[config.mk]
export PLATFORM = sky130hd
export DESIGN_NAME = window_sched_flat
export DESIGN_NICKNAME = d
export VERILOG_FILES = /design/src/rtl/window_sched_if.sv /design/src/rtl/window_sched.sv /design/src/flat_wrapper.sv
export SDC_FILE = /design/constraint.sdc
export NUM_CORES = 1
export LEC_CHECK = 0
export BUFFER_PORTS_ARGS = -buffer_cell sky130_fd_sc_hd__buf_4
export CORE_MARGIN = 2
export CORE_UTILIZATION = 35
export CTS_CLUSTER_SIZE = 10
export DETAILED_ROUTE_END_ITERATION = 16
export GPL_ROUTABILITY_DRIVEN = 0
export GPL_TIMING_DRIVEN = 0
export SLEW_MARGIN = 5
export SYNTH_ARGS = -nofsm -noshare
export SYNTH_HDL_FRONTEND = slang
export SYNTH_SLANG_ARGS = --single-unit
export TNS_END_PERCENT = 30
[constraint.sdc]
create_clock -name clk -period 2.77 [get_ports clk]
set_clock_uncertainty 0.15 [all_clocks]
set_input_delay 0 -clock clk [delete_from_list [all_inputs] [get_ports clk]]
set_output_delay 0 -clock clk [all_outputs]
set_load 0.02 [all_outputs]
[src/rtl/window_sched_if.sv]
// Bundles the run-control, window strobe, engine handshake and statistics of window_sched.
// master drives the requests and strobes; slave is the scheduler itself.
interface window_sched_if #(
  parameter int STRIDE_W = 8,
  parameter int CNT_W    = 16
);
  logic                enable;
  logic [STRIDE_W-1:0] cfg_stride;
  logic                win_valid;
  logic                eng_done;
  logic                clr_stats;
  logic                capture;
  logic                eng_start;
  logic                busy;
  logic [CNT_W-1:0]    issued_cnt;
  logic [CNT_W-1:0]    drop_cnt;
  logic                overrun;

  modport master (
    output enable, cfg_stride, win_valid, eng_done, clr_stats,
    input  capture, eng_start, busy, issued_cnt, drop_cnt, overrun
  );

  modport slave (
    input  enable, cfg_stride, win_valid, eng_done, clr_stats,
    output capture, eng_start, busy, issued_cnt, drop_cnt, overrun
  );
endinterface

[src/rtl/window_sched.sv]
// Forwards every stride-th window from the window generator to the classifier engine,
// tracking engine occupancy and counting due windows that arrive while it is occupied.
module window_sched #(
  parameter int STRIDE_W = 8,
  parameter int CNT_W    = 16
) (
  input  logic         clk,
  input  logic         rst,
  window_sched_if.slave bus
);

  typedef enum logic [1:0] {IDLE, ARMED, LAUNCH, BUSY} state_t;

  state_t              state;
  logic [STRIDE_W-1:0] stride_q;
  logic [STRIDE_W-1:0] phase;
  logic                start_q;
  logic                busy_q;
  logic [CNT_W-1:0]    issued_q;
  logic [CNT_W-1:0]    drop_q;
  logic                overrun_q;
  logic                due;
  logic                take;
  logic                drop;

  // A due window is either taken (engine free, run requested) or dropped (engine occupied).
  always_comb begin
    due  = bus.win_valid && (phase == '0) && (state != IDLE);
    take = 1'b0;
    drop = 1'b0;
    case (state)
      ARMED:   take = due && bus.enable;
      LAUNCH:  drop = due;
      BUSY: begin
        if (bus.eng_done) take = due && bus.enable;
        else              drop = due;
      end
      default: ;
    endcase
  end

  assign bus.capture    = take;
  assign bus.eng_start  = start_q;
  assign bus.busy       = busy_q;
  assign bus.issued_cnt = issued_q;
  assign bus.drop_cnt   = drop_q;
  assign bus.overrun    = overrun_q;

  always_ff @(posedge clk) begin
    if (rst) begin
      state     <= IDLE;
      stride_q  <= STRIDE_W'(1);
      phase     <= '0;
      start_q   <= 1'b0;
      busy_q    <= 1'b0;
      issued_q  <= '0;
      drop_q    <= '0;
      overrun_q <= 1'b0;
    end else begin
      start_q <= take;

      if (state != IDLE && bus.win_valid)
        phase <= (phase == stride_q - 1'b1) ? '0 : phase + 1'b1;

      case (state)
        IDLE: begin
          busy_q <= 1'b0;
          if (bus.enable) begin
            // Stride 0 behaves as stride 1, so the latched value is never 0.
            stride_q <= (bus.cfg_stride == '0) ? STRIDE_W'(1) : bus.cfg_stride;
            phase    <= '0;
            state    <= ARMED;
          end
        end
        ARMED: begin
          if (!bus.enable) begin
            state  <= IDLE;
            busy_q <= 1'b0;
          end else if (take) begin
            state  <= LAUNCH;
            busy_q <= 1'b1;
          end
        end
        LAUNCH: begin
          state  <= BUSY;
          busy_q <= 1'b1;
        end
        BUSY: begin
          if (bus.eng_done) begin
            if (take) begin
              state  <= LAUNCH;
              busy_q <= 1'b1;
            end else if (bus.enable) begin
              state  <= ARMED;
              busy_q <= 1'b0;
            end else begin
              state  <= IDLE;
              busy_q <= 1'b0;
            end
          end
        end
        default: begin
          state  <= IDLE;
          busy_q <= 1'b0;
        end
      endcase

      // Clearing wins over any increment or drop in the same cycle.
      if (bus.clr_stats) begin
        issued_q  <= '0;
        drop_q    <= '0;
        overrun_q <= 1'b0;
      end else begin
        if (take) issued_q <= issued_q + 1'b1;
        if (drop) begin
          overrun_q <= 1'b1;
          if (drop_q != '1) drop_q <= drop_q + 1'b1;
        end
      end
    end
  end

endmodule

[src/flat_wrapper.sv]
// flat-port wrapper written by rule: the top's interface ports become plain ports
module window_sched_flat 
#(
  parameter int STRIDE_W = 8,
  parameter int CNT_W    = 16
)
  (clk, rst, bus_enable, bus_cfg_stride, bus_win_valid, bus_eng_done, bus_clr_stats, bus_capture, bus_eng_start, bus_busy, bus_issued_cnt, bus_drop_cnt, bus_overrun);
  window_sched_if #(.STRIDE_W(STRIDE_W), .CNT_W(CNT_W)) bus_i ();
  input  logic clk;
  input  logic rst;
  input wire logic [$bits(bus_i.enable)-1:0] bus_enable;
  input wire logic [$bits(bus_i.cfg_stride)-1:0] bus_cfg_stride;
  input wire logic [$bits(bus_i.win_valid)-1:0] bus_win_valid;
  input wire logic [$bits(bus_i.eng_done)-1:0] bus_eng_done;
  input wire logic [$bits(bus_i.clr_stats)-1:0] bus_clr_stats;
  output wire logic [$bits(bus_i.capture)-1:0] bus_capture;
  output wire logic [$bits(bus_i.eng_start)-1:0] bus_eng_start;
  output wire logic [$bits(bus_i.busy)-1:0] bus_busy;
  output wire logic [$bits(bus_i.issued_cnt)-1:0] bus_issued_cnt;
  output wire logic [$bits(bus_i.drop_cnt)-1:0] bus_drop_cnt;
  output wire logic [$bits(bus_i.overrun)-1:0] bus_overrun;
  assign bus_i.enable = bus_enable;
  assign bus_i.cfg_stride = bus_cfg_stride;
  assign bus_i.win_valid = bus_win_valid;
  assign bus_i.eng_done = bus_eng_done;
  assign bus_i.clr_stats = bus_clr_stats;
  assign bus_capture = bus_i.capture;
  assign bus_eng_start = bus_i.eng_start;
  assign bus_busy = bus_i.busy;
  assign bus_issued_cnt = bus_i.issued_cnt;
  assign bus_drop_cnt = bus_i.drop_cnt;
  assign bus_overrun = bus_i.overrun;
  window_sched #(.STRIDE_W(STRIDE_W), .CNT_W(CNT_W)) u_core (.clk(clk), .rst(rst), .bus(bus_i));
endmodule
==> metrics.txt <==
DRC viols 0; Critical Path End Type flip-flop; Syn Inst Count 326; Netlist Area Pre-Place 2681 um^2; Nets 412; met1 WL 3153 um; Seq cells post-synth 53; Port Buffer Count 49; ANT cells 0; met2 routed WL 3001 um; area of the core 7331 um^2; worst setup margin 341.6 ps; Routed Antenna Nets 0; pre-CTS WS 332.1 ps; relative slew slack 63.14%; final setup violation count 0; die area 8377 um^2; Worst EP arrival 2450 ps; Mean Syn Cell Area 8.225 um^2; RSZ-0062 raised after global routing no; Post-synth ARST share 0%; sequential share of the synthesized area 39.57%; HP Class in -> reg; Layout area overhead 27.81%; largest net degree at the start of global routing 18; DRT iter0 DRCs 78; Synth Flop Type dfxtp_1; Filler Cells Inserted 747; CTS max path bufs 2; DRT Pass-1 Iters 4; first-pass GRT wire length 10870 um; Fin. Hold Viols 0; vias per cell 5.093; via count 2511; Die Height 91.53 um; post-DP HPWL 4681 um; startpoint types flip-flop; WL/cell 12.99 um; H-tree Lvls 2; total number of yosys warnings 0; Required @ worst endpoint 2790 ps; Post-Syn Nets 345; Pleak 0.001285 uW; highest routed layer met4; Initial Util 36.58%; cell taking the most area after synthesis dfxtp_1; postcts setup bufs 0; share of the synthesized area in the top cell type 39.57%; crit path kind reg -> reg; IO Pins 50; share of cells above drive strength 1 18.27%; total CTS buffers 5; clk_lat worst skew 310 ps; status complete, no violations; Synth cell types 42; Tot GR Track Use 15.47%; Post-synth EDFFs 0; largest cells by area after synthesis dfxtp_1 40%, xnor2_1 7.8%, nor2_1 5.0%; synth cell count leaders 53 x dfxtp_1, 36 x nor2_1, 32 x nand2_1, 24 x xnor2_1, 19 x a21oi_1; top-count cell post-synth dfxtp_1; Peak VDD IR 0.2138 mV; num rows 31; final worst-path cycle share 87.67%; final WL 6405 um; WL met3 197 um; MaxCap Viol Count 0; root buf cell clkbuf_8; Power per Cell Area 461.9 nW/um^2; FMAX 411.8 MHz; clk slew on worst S/H paths 100 ps; vias in the first global route 2390; fin. max-slew vios 0; Die X 91.53 um; total gr overflow 0; clock sink count 53; sum of negative setup slack 0 ps; CTS tree yes; Worst Tran Pin Value 553.0 ps; Final min period 2428 ps; initial antenna violation count 0; Max Fanout on Critical Path 8
worst max-delay path: stages, from the launching register on:
cell and delay (ps):
dfxtp_1 380, or4_1 580, nor4_1 300, a211oi_1 130
a2111oi_4 600, a2111oi_0 140
per-layer routing:
layer  global-route usage (%)  vias up
met1                    19.66     1179
met3                    3.071        4
met2                    26.65       35
li1                         -     1293
met5                        0        -
met4                    3.914        0
through the flow:
stage / hold slack [ps] / power (uW) / cell area (um^2) / utilization, % / cells
after floorplan: -14.03 / 906.4 / 2681 / - / 326
after global placement: 112.2 / 951.4 / 3173 / 43.28 / 474
after detailed placement: 120.5 / 954.3 / 3173 / 43.28 / 474
after CTS: 20.04 / 1597 / 3421 / 46.66 / 493
after global routing: 49.44 / 1647 / 3427 / 46.75 / 493
final: 19.81 / 1583 / 3427 / 46.75 / 493
power breakdown:
group	total, uW	leakage (uW)	switching [uW]	internal (uW)
Clock	634	0.0000687	270	364
Sequential	789	0.000429	14.9	774
Combinational	160	0.000787	89.0	70.8
Total	1580	0.00128	374	1210
flip-flops by register name, indices dropped and copies added (netlist names):
| signal | cells |
|---|---|
| u_core.phase | 8 |
| u_core.bus.overrun | 1 |
| u_core.bus.drop_cnt | 16 |
| u_core.bus.busy | 1 |
| u_core.stride_q | 8 |
| u_core.state | 2 |
| u_core.bus.issued_cnt | 16 |
| u_core.bus.eng_start | 1 |
final cells by class:
| cell class | instances | area (um^2) | area share (%) |
|---|---|---|---|
| flip-flops and latches | 53 | 1061 | 30.96 |
| multi-input cells | 250 | 1534 | 44.76 |
| repair buffers | 60 | 478.0 | 13.95 |
| clock inverters | 3 | 68.82 | 2.008 |
| clock buffers | 5 | 68.82 | 2.008 |
| inverters | 11 | 41.29 | 1.205 |
| plain buffers | 12 | 51.30 | 1.497 |
| well taps | 99 | 123.9 | 3.614 |
path summary, 6_finish.rpt:
| check | from | to | slack, ps | cells after the start |
|---|---|---|---|---|
| setup / recovery | u_core.stride_q[0]$_SDFFE_PP1P_ | u_core.phase[3]$_SDFF_PP0_ | 340 | 5 |
| hold / removal | bus_win_valid | u_core.phase[1]$_SDFF_PP0_ | 20 | 4 |
| setup reg to reg | u_core.stride_q[0]$_SDFFE_PP1P_ | u_core.phase[3]$_SDFF_PP0_ | 340 | 5 |
| hold reg to reg | u_core.bus.overrun$_SDFFE_PP0P_ | u_core.bus.overrun$_SDFFE_PP0P_ | 310 | 2 |
cell families (layout without fill, tap and decap cells):
logic type / Yosys count / in the layout / synth area share, %
flip-flops: 53 / 53 / 39.57
AO/OA/AOI/OAI: 53 / 53 / 13.39
buffers and inverters: 23 / 91 / 3.453
AND/OR/NAND/NOR: 158 / 158 / 30.14
XOR/XNOR: 34 / 34 / 11.11
adder cells (fa/ha/maj): 5 / 5 / 2.333
cells in the final DEF (no fill, tap or decap), types with 7 or more instances in the layout:
cell            n
a21oi_1        19
nand4_1         9
nor2_1         36
nor4_1         17
dlygate4sd3_1  11
clkbuf_1        7
nand3_1        18
xnor2_1        24
buf_4          49
and3_1          8
nand2_1        32
inv_1          11
o21ai_0        10
nor3_1         14
xor2_1         10
dfxtp_1        53
timing repair:
item / in CTS / in global routing
hold endpoints to repair: 13 / 0
resized for setup: 0 / 1
endpoints found under the setup margin: 0 / 1
hold buffers: 11 / 0
No activity file was read; power rests on OpenSTA's default activity.
